==> config.mk <==
export PLATFORM = sky130hd
export DESIGN_NAME = fetch_sequencer_flat
export DESIGN_NICKNAME = d
export VERILOG_FILES = /design/src/rtl/fetch_pkg.sv /design/src/rtl/fetch_sequencer_if.sv /design/src/rtl/pc_next_calc.sv /design/src/rtl/fetch_sequencer.sv /design/src/flat_wrapper.sv
export SDC_FILE = /design/constraint.sdc
export NUM_CORES = 1
export LEC_CHECK = 0
export ABC_AREA = 1
export CORE_MARGIN = 5
export CORE_UTILIZATION = 40
export DETAILED_ROUTE_END_ITERATION = 10
export PLACE_DENSITY = 0.78
export SETUP_SLACK_MARGIN = 0.3
export SYNTH_ARGS = -nofsm -noshare
export SYNTH_HDL_FRONTEND = slang
export SYNTH_SLANG_ARGS = --single-unit
==> constraint.sdc <==
create_clock -name clk -period 1.5 [get_ports clk]
set_input_delay 0.15 -clock clk [delete_from_list [all_inputs] [get_ports clk]]
set_output_delay 0.15 -clock clk [all_outputs]
set_load 0.05 [all_outputs]
==> src/rtl/fetch_pkg.sv <==
// fetch_pkg: shared sequencer states and program/instruction widths
package fetch_pkg;
  localparam int PC_W = 8;
  localparam int INSTR_W = 9;
  localparam int CNT_W = 16;
  localparam logic [INSTR_W-1:0] HALT_INSTR = 9'h1FF;
  typedef enum logic [1:0] {IDLE, RUN, HALT} fetch_state_t;
endpackage

==> src/rtl/fetch_sequencer_if.sv <==
// fetch_sequencer_if: start/done handshake, instruction fetch and branch bundle
interface fetch_sequencer_if;
  import fetch_pkg::*;
  logic start;
  logic [INSTR_W-1:0] instr_in;
  logic branch_taken;
  logic [PC_W-1:0] branch_offset;
  logic [PC_W-1:0] pc_out;
  logic [INSTR_W-1:0] instr_out;
  logic instr_valid;
  logic done;
  logic [CNT_W-1:0] instr_count;
  modport master (
    output start, instr_in, branch_taken, branch_offset,
    input pc_out, instr_out, instr_valid, done, instr_count
  );
  modport slave (
    input start, instr_in, branch_taken, branch_offset,
    output pc_out, instr_out, instr_valid, done, instr_count
  );
endinterface

==> src/rtl/pc_next_calc.sv <==
// pc_next_calc: next program counter from restart, hold, branch or increment
module pc_next_calc
  import fetch_pkg::*;
(
  input  logic [PC_W-1:0] pc,
  input  logic            branch_taken,
  input  logic [PC_W-1:0] branch_offset,
  input  logic            restart,
  input  logic            hold,
  output logic [PC_W-1:0] pc_next
);
  // restart wins over hold, hold over branch; adds wrap modulo 2^PC_W
  always_comb
    pc_next = restart ? '0 : hold ? pc : branch_taken ? pc + branch_offset : pc + PC_W'(1);
endmodule

==> src/rtl/fetch_sequencer.sv <==
// fetch_sequencer: program counter, run/halt control and start/done handshake
module fetch_sequencer
  import fetch_pkg::*;
(
  input logic clk,
  input logic rst_n,
  fetch_sequencer_if.slave bus
);
  fetch_state_t state, state_n;
  logic [PC_W-1:0] pc, pc_n;
  logic [CNT_W-1:0] count;
  logic is_halt, valid;
  assign is_halt = bus.instr_in == HALT_INSTR;
  assign valid = state == RUN && !is_halt;
  pc_next_calc u_pc (
    .pc(pc),
    .branch_taken(bus.branch_taken),
    .branch_offset(bus.branch_offset),
    .restart(bus.start),
    .hold(!valid),
    .pc_next(pc_n)
  );
  // start restarts from any state; a halt word only stops a running program
  always_comb
    state_n = bus.start ? RUN : (state == RUN && is_halt) ? HALT : state;
  // state, PC and saturating executed-instruction counter
  always_ff @(posedge clk or negedge rst_n)
    if (!rst_n) begin
      state <= IDLE;
      pc <= '0;
      count <= '0;
    end else begin
      state <= state_n;
      pc <= pc_n;
      count <= bus.start ? '0 : (valid && count != '1) ? count + CNT_W'(1) : count;
    end
  assign bus.pc_out = pc;
  assign bus.instr_valid = valid;
  assign bus.instr_out = valid ? bus.instr_in : '0;
  assign bus.done = state == HALT;
  assign bus.instr_count = count;
endmodule
==> src/flat_wrapper.sv <==
// flat-port wrapper written by rule: the top's interface ports become plain ports
module fetch_sequencer_flat import fetch_pkg::*;
  (clk, rst_n, bus_start, bus_instr_in, bus_branch_taken, bus_branch_offset, bus_pc_out, bus_instr_out, bus_instr_valid, bus_done, bus_instr_count);
  fetch_sequencer_if bus_i ();
  input logic clk;
  input logic rst_n;
  input wire logic [$bits(bus_i.start)-1:0] bus_start;
  input wire logic [$bits(bus_i.instr_in)-1:0] bus_instr_in;
  input wire logic [$bits(bus_i.branch_taken)-1:0] bus_branch_taken;
  input wire logic [$bits(bus_i.branch_offset)-1:0] bus_branch_offset;
  output wire logic [$bits(bus_i.pc_out)-1:0] bus_pc_out;
  output wire logic [$bits(bus_i.instr_out)-1:0] bus_instr_out;
  output wire logic [$bits(bus_i.instr_valid)-1:0] bus_instr_valid;
  output wire logic [$bits(bus_i.done)-1:0] bus_done;
  output wire logic [$bits(bus_i.instr_count)-1:0] bus_instr_count;
  assign bus_i.start = bus_start;
  assign bus_i.instr_in = bus_instr_in;
  assign bus_i.branch_taken = bus_branch_taken;
  assign bus_i.branch_offset = bus_branch_offset;
  assign bus_pc_out = bus_i.pc_out;
  assign bus_instr_out = bus_i.instr_out;
  assign bus_instr_valid = bus_i.instr_valid;
  assign bus_done = bus_i.done;
  assign bus_instr_count = bus_i.instr_count;
  fetch_sequencer u_core (.clk(clk), .rst_n(rst_n), .bus(bus_i));
endmodule
==> impl_metrics.toml, run 1 <==
[clock_tree]
htreeDepth = 1
clk_latency_ps = 280
hold_buffers = 0
cts_tree = "done"
clock_sinks = 26
cts_buffers = 3
cts.path.max_buffers = 2
root_buffer = "clkbuf_8"
path_clk_slew_ps = 100

[setup_path]
worst_ep_required_time_ps = 1350
cp_max_fo = 4
rrSetupSlack_ps = -10
critPathLaunch = "u_core.state[1]"
r2r_cells = 10
arrival_ps = 1360
endpoint_kind = "output pin"
worstSetupStartpointType = "register"
worstSetupEndpoint = "bus_instr_out[0]"
rr_endpoint = "u_core.bus.instr_count[8]"
worstSetupPathType = "reg2out"
rr_startpoint = "u_core.bus.instr_count[1]"

[power]
p_sw_w = 0.0008949
internal_power_w = 0.001539
swShare_pct = 36.77
pwr-share-seq_pct = 33.6
comb_power_share_pct = 46.8
p_clk_share_pct = 19.6
leakage_nw = 1.759
peakVddDrop_mv = 0.4671
powerDensity_nw_per_um2 = 675.8

[timing]
setup_ws_ps = -10.79
tns_ps = -39.97
fmax_mhz = 661.9
setup_viol = 7
fin_skew_ps = 7.178
worst_slew_pin_slew_ps = 349.8
rsz0062_at_grt = "yes"
period_share_pct = 100.7
period_needed_ps = 1511
slew_headroom_pct = 76.68
drv_slew = 0
finalHoldViolations = 0

[grt]
first_global_vias = 2412
grt_use_total_pct = 21.93
antenna_found_initial = 0
globalRouteOverflowTotal = 0
grt_max_degree = 27
grt_pass1_wl_mm = 11.00

[logic_synthesis]
avgSynthCellArea_um2 = 6.857
synth.top_cells.by_area = "dfrtp_1 34%, nand2_1 20%, inv_1 6.7%"
post-synth-top-count-cell = "nand2_1"
synth_nets = 309
synth_top_area_share_pct = 34.01
synth_edf_count = 0
async_flop_share_pct = 100.0
synth_common_cells = "104 x nand2_1, 34 x inv_1, 30 x nor2_1, 26 x dfrtp_1, 21 x nand3_1"
yosys_warnings = 0
syn_area_um2 = 1913
synth_top_cell_by_area = "dfrtp_1"
ys_ff_latch = 26
synth_cells = 279
ys.flop_type = "dfrtp_1"
synthDistinctLibCells = 26
ys_seq_area_share_pct = 34.01

[drt]
drc = 0
vias = 2362
detail_route.iter0.violations = 112
wirelength_mm = 6.913
ant_nets = 0
wire_per_inst_um = 15.19
firstDrtPassIters = 4
viasPerCell = 5.191

[finish]
nets = 432
drive_above_1_share_pct = 47.13
n_antenna_cell = 0
syn_to_final_growth_pct = 88.23
finalNonFillerCells = 455

[run_status]
status = "finished with violations"
violations = "setup timing"

[floorplanning]
die_h_um = 79.16
initial_utilization_pct = 40.77
io_pins = 56
die_x_um = 79.16
rows = 25
design.core.area_um2 = 4692
die_area_um2 = 6266

[placed_design]
hpwl_mm = 4.149
gp_congestion = 0.8873
io_buffers = 55
dp.cells = 409

[job]
cap_violations = 0

[hold_path]
hold_class = "in2async"
-- per-layer routing --
metal	share of wire, %	track usage, %	vias up	wire length (um)
met5	0	0	-	0
met4	2.2	4.983	0	154
met3	3.9	3.175	19	270
met2	53	39.65	87	3678
met1	41	27.44	1126	2809
li1	-	-	1130	-
-- repair_timing --
action,4_1_cts,5_1_grt
gates resized for setup,42,54
endpoints found under the setup margin,34,50
pin swaps,23,42
setup buffers,24,16
gates cloned,2,0
-- power groups by stage --
stage	combinational, W	clock (W)	sequential [W]
after floorplan	0.000349	0	0.00100
after CTS	0.000952	0.000483	0.000820
after detailed placement	0.000855	0	0.000839
after global placement	0.000829	0	0.000835
after global routing	0.00121	0.000518	0.000823
final	0.00114	0.000477	0.000818
-- placed cells by master (no fill, tap or decap), types with 10 or more instances in the layout --
| cell type | count |
|---|---|
| nand2_1 | 98 |
| buf_4 | 54 |
| buf_6 | 31 |
| inv_1 | 26 |
| dfrtp_2 | 22 |
| nand4_1 | 18 |
| nor2_4 | 16 |
| nand3_1 | 14 |
| buf_12 | 12 |
| nor2_1 | 11 |
| clkdlybuf4s50_1 | 10 |
| dlygate4sd2_1 | 10 |
-- cell families (layout without fill, tap and decap cells) --
group	after synthesis	in the layout	share of synthesized area [%]
flops	26	26	34.01
fa+ha+maj	9	9	6.279
simple gates	184	185	43.43
buf+inv	41	162	9.221
compound gates	11	11	3.401
xor+xnor	8	8	3.662
-- state kept, by name, summed over array words and instances, names as in the netlist --
signal and count:
u_core.bus.instr_count 16, u_core.bus.pc_out 8, u_core.state 2
-- worst min-delay path by stage --
stage	startpoint	endpoint	slack, ps	cells past startpoint
6_report	rst_n	u_core.bus.pc_out[4]	240	2
5_1_grt	rst_n	u_core.bus.pc_out[4]	270	2
4_1_cts	rst_n	u_core.bus.pc_out[4]	250	2
3_5_place_dp	u_core.state[0]	u_core.state[0]	490	2
3_3_place_gp	u_core.state[0]	u_core.state[0]	480	2
2_1_floorplan	rst_n	u_core.bus.instr_count[0]	-150	0
-- layout make-up --
type	count	area, um2
multi-input combinational	213	1401
timing repair buffer	122	1257
fill	306	1091
sequential	26	678.2
inverter	36	141.4
tap	54	67.56
clock buffer	4	55.05
-- stage by stage --
step	instance area, um2	worst slack (ps)	util, %	hold WS (ps)	total power [W]
finish	3601	-10.79	76.75	237.4	0.002434
global route	3601	-107.4	76.75	274.1	0.002547
CTS	3284	23.83	70.00	254.8	0.002255
detailed placement	2940	-314.7	62.67	494.8	0.001693
global placement	2940	-258.3	62.67	484.1	0.001664
floorplan	2115	-123.0	-	-145.6	0.001349
-- critical path, cell delays in order, from the launching register on --
cell and delay, ps:
dfrtp_1 420, nor2_4 160, nand2_4 100, buf_8 150, nor2_4 100, buf_12 140
Note: power is estimated with default switching activity, not from simulation.
==> inputs of run 2 (changes only) <==
--- a/config.mk
+++ b/config.mk
@@ -7,10 +7,12 @@
 export LEC_CHECK = 0
 export ABC_AREA = 1
 export CORE_MARGIN = 5
-export CORE_UTILIZATION = 40
+export CORE_UTILIZATION = 57
 export DETAILED_ROUTE_END_ITERATION = 10
-export PLACE_DENSITY = 0.78
+export DONT_BUFFER_PORTS = 1
+export PLACE_DENSITY = 0.81
 export SETUP_SLACK_MARGIN = 0.3
+export SLEW_MARGIN = 20
 export SYNTH_ARGS = -nofsm -noshare
 export SYNTH_HDL_FRONTEND = slang
 export SYNTH_SLANG_ARGS = --single-unit
==> run 2 against run 1 <==
Effect of this change:
- the run still ends with setup timing left
- register-to-register slack lost 160 ps
- first-iteration DRC count grew to 2.9 times the previous value
- hold slack lost 180 ps
- via count grew 5.0%
- wire length grew 17%
- cell count shrank 15%
- count of clock-buffer cells in the layout is the same
- design area shrank 18%
- non-clock buffer count shrank 59
- clock power shrank 5.7%
- sequential power is essentially flat
- critical endpoint is now bus_instr_out[7]
- highest routed layer unchanged
==> impl_metrics.toml, run 2 (same netlist as run 1, synthesis figures left out) <==
[run_status]
status = "finished with violations"
violations = "setup timing"

[clock_tree]
clock_sinks = 26
root_buffer = "clkbuf_4"
cts_tree = "done"
path_clk_slew_ps = 190
cts_buffers = 3
cts.path.max_buffers = 2
clk_latency_ps = 390
htreeDepth = 1

[hold_path]
min_from = "bus_instr_in[8]"
hold_depth = 4
whs_endpoint = "u_core.state[1]"
hold_class = "in2reg"

[finish]
largest_reg_flops = 16
fill_cells = 151
final_design_area_no_fill_um2 = 2970
final_util_pct = 90.44
nets = 373
finalNonFillerCells = 388
n_antenna_cell = 0
layout_common_cells = "93 x nand2_1, 36 x buf_4, 29 x inv_1"
drive_above_1_share_pct = 43.57
syn_to_final_growth_pct = 55.26
final_common_cell = "nand2_1"

[timing]
worst_slew_pin_slew_ps = 552.3
period_needed_ps = 1682
setup_ws_ps = -182.1
fin_skew_ps = 7.305
drv_slew = 0
tns_ps = -3201
rsz0062_at_grt = "yes"
slew_headroom_pct = 62.95
fmax_mhz = 594.5
setup_viol = 29
period_share_pct = 112.1
finalHoldViolations = 0

[setup_path]
cp_slowest_stage_delay_ps = 450
cp_max_fo = 8
worstSetupStartpointType = "register"
rrSetupSlack_ps = -170
path_cells = "nor2_4, nand2_4, buf_12, nor2_4"
critPathSlowestCell = "dfrtp_1"
worstSetupPathType = "reg2out"
worst_ep_required_time_ps = 1350
r2r_cells = 10
endpoint_kind = "output pin"
arrival_ps = 1530
path_common_cell = "nor2_4"
rr_startpoint = "u_core.bus.instr_count[0]"
rr_endpoint = "u_core.bus.instr_count[10]"

[power]
internal_power_w = 0.001274
p_clk_share_pct = 20.5
pwr-share-seq_pct = 37.3
power_w = 0.002199
powerDensity_nw_per_um2 = 740.2
peakVddDrop_mv = 0.6467
swShare_pct = 42.07
leakage_nw = 1.443
p_sw_w = 0.0009251
comb_power_share_pct = 42.2

[floorplanning]
rows = 21
die_area_um2 = 4615
initial_utilization_pct = 58.25
io_pins = 56
die_x_um = 67.94
die_h_um = 67.94
design.core.area_um2 = 3284

[placed_design]
gp_congestion = 0.8819
place_area_um2 = 2405
hpwl_mm = 3.748
io_buffers = 0
dp.cells = 356

[drt]
wirelength_mm = 8.067
detail_route.iter0.violations = 321
drc = 0
firstDrtPassIters = 6
wire_per_inst_um = 20.79
ant_nets = 0
viasPerCell = 6.389
vias = 2479

[grt]
grt_pass1_wl_mm = 10.67
antenna_found_initial = 0
grt_use_total_pct = 31.27
globalRouteOverflowTotal = 0
grt_max_degree = 27
first_global_vias = 2315

[job]
cap_violations = 0
## run 2: layer usage
layer	track usage, %	share of wire, %	up-vias
met5	0	0	-
met4	23.08	9.0	0
met1	32.75	33	1152
li1	-	-	1016
met3	6.568	11	81
met2	54.63	47	230
## run 2: critical path: cells and delay by family (launching register included)
kind	cells	cell delay, ps
buffers and inverters	1	160
flip-flops	1	450
AND/OR/NAND/NOR	3	520
## run 2: timing repair
action                                  CTS  global route
pin swaps                                29            26
endpoints found under the hold margin    51             0
gates resized for setup                  41            34
buffers inserted                         15             8
hold buffers                              3             0
endpoints found under the setup margin   36            43
cloned                                    2             0
## run 2: how the worst max path moves through the flow
stage                                       to  slack (ps)                 startpoint  depth (start not counted)
detailed placement   u_core.bus.instr_count[8]         -10  u_core.bus.instr_count[8]                          8
floorplan           u_core.bus.instr_count[14]        -120  u_core.bus.instr_count[1]                         10
CTS                           bus_instr_out[3]        -110            u_core.state[0]                          5
global route                  bus_instr_out[7]        -230            u_core.state[0]                          5
global placement          u_core.bus.pc_out[4]          60       u_core.bus.pc_out[0]                          6
finish                        bus_instr_out[7]        -180            u_core.state[1]                          4
## run 2: area by class of cell
class                      count  area, um2  area share [%]
clock buffer                   4      36.28           1.222
inverter                      36      141.4           4.760
multi-input combinational    213       1404           47.26
sequential                    26      676.9           22.79
tap                           46      57.56           1.938
timing repair buffer          63      654.4           22.03
## run 2: per-stage QoR
step                      worst slack, ps  hold WS, ps
after global routing               -230.5        52.86
after CTS                          -114.4        60.91
final                              -182.1        53.89
after floorplan                    -123.0       -145.6
after detailed placement           -13.07       -144.4
after global placement              62.82       -144.5
## run 2: power by group through the flow
stage                     Sequential, W  Combinational, W  Clock, W
after floorplan                 0.00100          0.000349         0
after global placement         0.000821          0.000661         0
after detailed placement       0.000825          0.000682         0
after CTS                      0.000812          0.000773  0.000389
after global routing           0.000824          0.000966  0.000474
final                          0.000820          0.000929  0.000450
==> inputs of run 3 (changes only) <==
--- a/config.mk
+++ b/config.mk
@@ -6,12 +6,14 @@
 export NUM_CORES = 1
 export LEC_CHECK = 0
 export ABC_AREA = 1
+export ABC_CLOCK_PERIOD_IN_PS = 1500
 export CORE_MARGIN = 5
 export CORE_UTILIZATION = 57
 export DETAILED_ROUTE_END_ITERATION = 10
 export DONT_BUFFER_PORTS = 1
 export PLACE_DENSITY = 0.81
 export SETUP_SLACK_MARGIN = 0.3
+export SKIP_CTS_REPAIR_TIMING = 1
 export SLEW_MARGIN = 20
 export SYNTH_ARGS = -nofsm -noshare
 export SYNTH_HDL_FRONTEND = slang
==> run 3 against run 2 <==
Effect of this change:
- the run still ends with setup timing left
- maximum frequency down 1.4%
- hold slack better by 26 ps
- via count down 10%
- clock power down 14%
- largest power group unchanged
- total power down 5.0%
- sequential cell count unchanged
- first-iteration DRC count down 41%
- non-clock buffer count down 13
- largest cell class unchanged
- sequential share of layout area up 1.3 points
- sequential power about the same
==> impl_metrics.toml, run 3 (same netlist as run 1, synthesis figures left out) <==
[grt]
grt_max_degree = 27
globalRouteOverflowTotal = 0
grt_pass1_wl_mm = 7.962
first_global_vias = 1850
antenna_found_initial = 0
grt_use_total_pct = 22.76

[floorplanning]
die_area_um2 = 4615
design.core.area_um2 = 3284
rows = 21
die_h_um = 67.94
io_pins = 56
initial_utilization_pct = 58.25
die_x_um = 67.94

[finish]
n_antenna_cell = 0
final_design_area_no_fill_um2 = 2813
finalNonFillerCells = 375
layout_common_cells = "88 x nand2_1, 33 x buf_4, 29 x inv_1"
fill_cells = 190
nets = 360
drive_above_1_share_pct = 41.34
largest_reg_flops = 16
final_common_cell = "nand2_1"
syn_to_final_growth_pct = 47.02

[setup_path]
worstSetupPathType = "reg2reg"
critPathSlowestCell = "dfrtp_2"
endpoint_kind = "register"
cp_max_fo = 3
worst_ep_required_time_ps = 1780
worstSetupStartpointType = "register"
rrSetupSlack_ps = -210
arrival_ps = 1980
path_cells = "ha_4, fa_2, nand4_1, nand3_1, nand2_1, nand3_1, nand2_1"
cp_slowest_stage_delay_ps = 470

[drt]
ant_nets = 0
viasPerCell = 5.939
detail_route.iter0.violations = 189
wire_per_inst_um = 18.17
firstDrtPassIters = 5
drc = 0
vias = 2227
wirelength_mm = 6.812

[placed_design]
dp.cells = 356
preCtsSetupSlack_ps = -13.07
hpwl_mm = 3.748
place_area_um2 = 2405
io_buffers = 0
gp_congestion = 0.8819

[clock_tree]
cts_buffers = 3
clock_sinks = 26
clk_latency_ps = 340
cts_tree = "done"
htreeDepth = 1
cts.path.max_buffers = 2
path_clk_slew_ps = 160
root_buffer = "clkbuf_4"

[power]
peakVddDrop_mv = 0.5538
leakage_nw = 1.387
powerDensity_nw_per_um2 = 742.5

[timing]
worst_slew_pin_slew_ps = 547.2
setup_ws_ps = -205.2
fmax_mhz = 586.5
fin_skew_ps = 3.813
period_needed_ps = 1705
period_share_pct = 113.7
rsz0062_at_grt = "yes"
setup_viol = 28
slew_headroom_pct = 63.29
drv_slew = 0
finalHoldViolations = 0

[run_status]
status = "finished with violations"
violations = "setup timing"

[job]
cap_violations = 0

[hold_path]
hold_class = "in2reg"
run 3: per-stage QoR:
step,hold WS (ps),total power [W],setup TNS (ps),util [%]
after detailed placement,-144.4,0.001506,-35.66,73.22
final,79.78,0.002088,-2332,85.64
after CTS,-535.2,0.001882,-3111,74.32
after global placement,-144.5,0.001481,0,73.22
after floorplan,-145.6,0.001349,-1833,-
after global routing,79.18,0.002162,-4509,85.64
run 3: routing by layer:
layer  vias to the layer above  wire length (um)  share of wire [%]  track usage, %
met5                         -                 0                  0               0
met2                       146              3571                 52           40.07
met1                      1043              2326                 34           25.49
li1                        990                 -                  -               -
met3                        48               536                7.9           4.269
met4                         0               378                5.5           12.90
run 3: path summary, 6_finish.rpt:
path / from / end / cells after the start
max in group asynchronous: rst_n / u_core.bus.instr_count[5] / 2
hold / removal: bus_start / u_core.bus.pc_out[1] / 4
setup / recovery: u_core.bus.pc_out[0] / u_core.bus.pc_out[6] / 7
min in group asynchronous: rst_n / u_core.bus.pc_out[3] / 2
hold reg to reg: u_core.state[0] / u_core.state[0] / 2
setup reg to reg: u_core.bus.pc_out[0] / u_core.bus.pc_out[6] / 7
run 3: final cells by class:
class | count | area [um2] | area share (%)
sequential | 26 | 676.9 | 24.07
inverter | 36 | 141.4 | 5.027
clock buffer | 4 | 36.28 | 1.290
tap | 46 | 57.56 | 2.046
timing repair buffer | 50 | 484.2 | 17.22
multi-input combinational | 213 | 1416 | 50.36
run 3: critical path, delay by kind of cell, from the launching register on:
family | cells | cell delay, ps
fa+ha+maj | 2 | 600
simple gates | 5 | 580
flops | 1 | 470
run 3: power breakdown:
part           switching, W  leakage, nW  internal, W  total [W]
Sequential        0.0000614        0.316     0.000757   0.000818
Combinational      0.000548         1.05     0.000338   0.000885
Clock              0.000236       0.0210     0.000149   0.000385
Total              0.000845         1.39      0.00124    0.00209
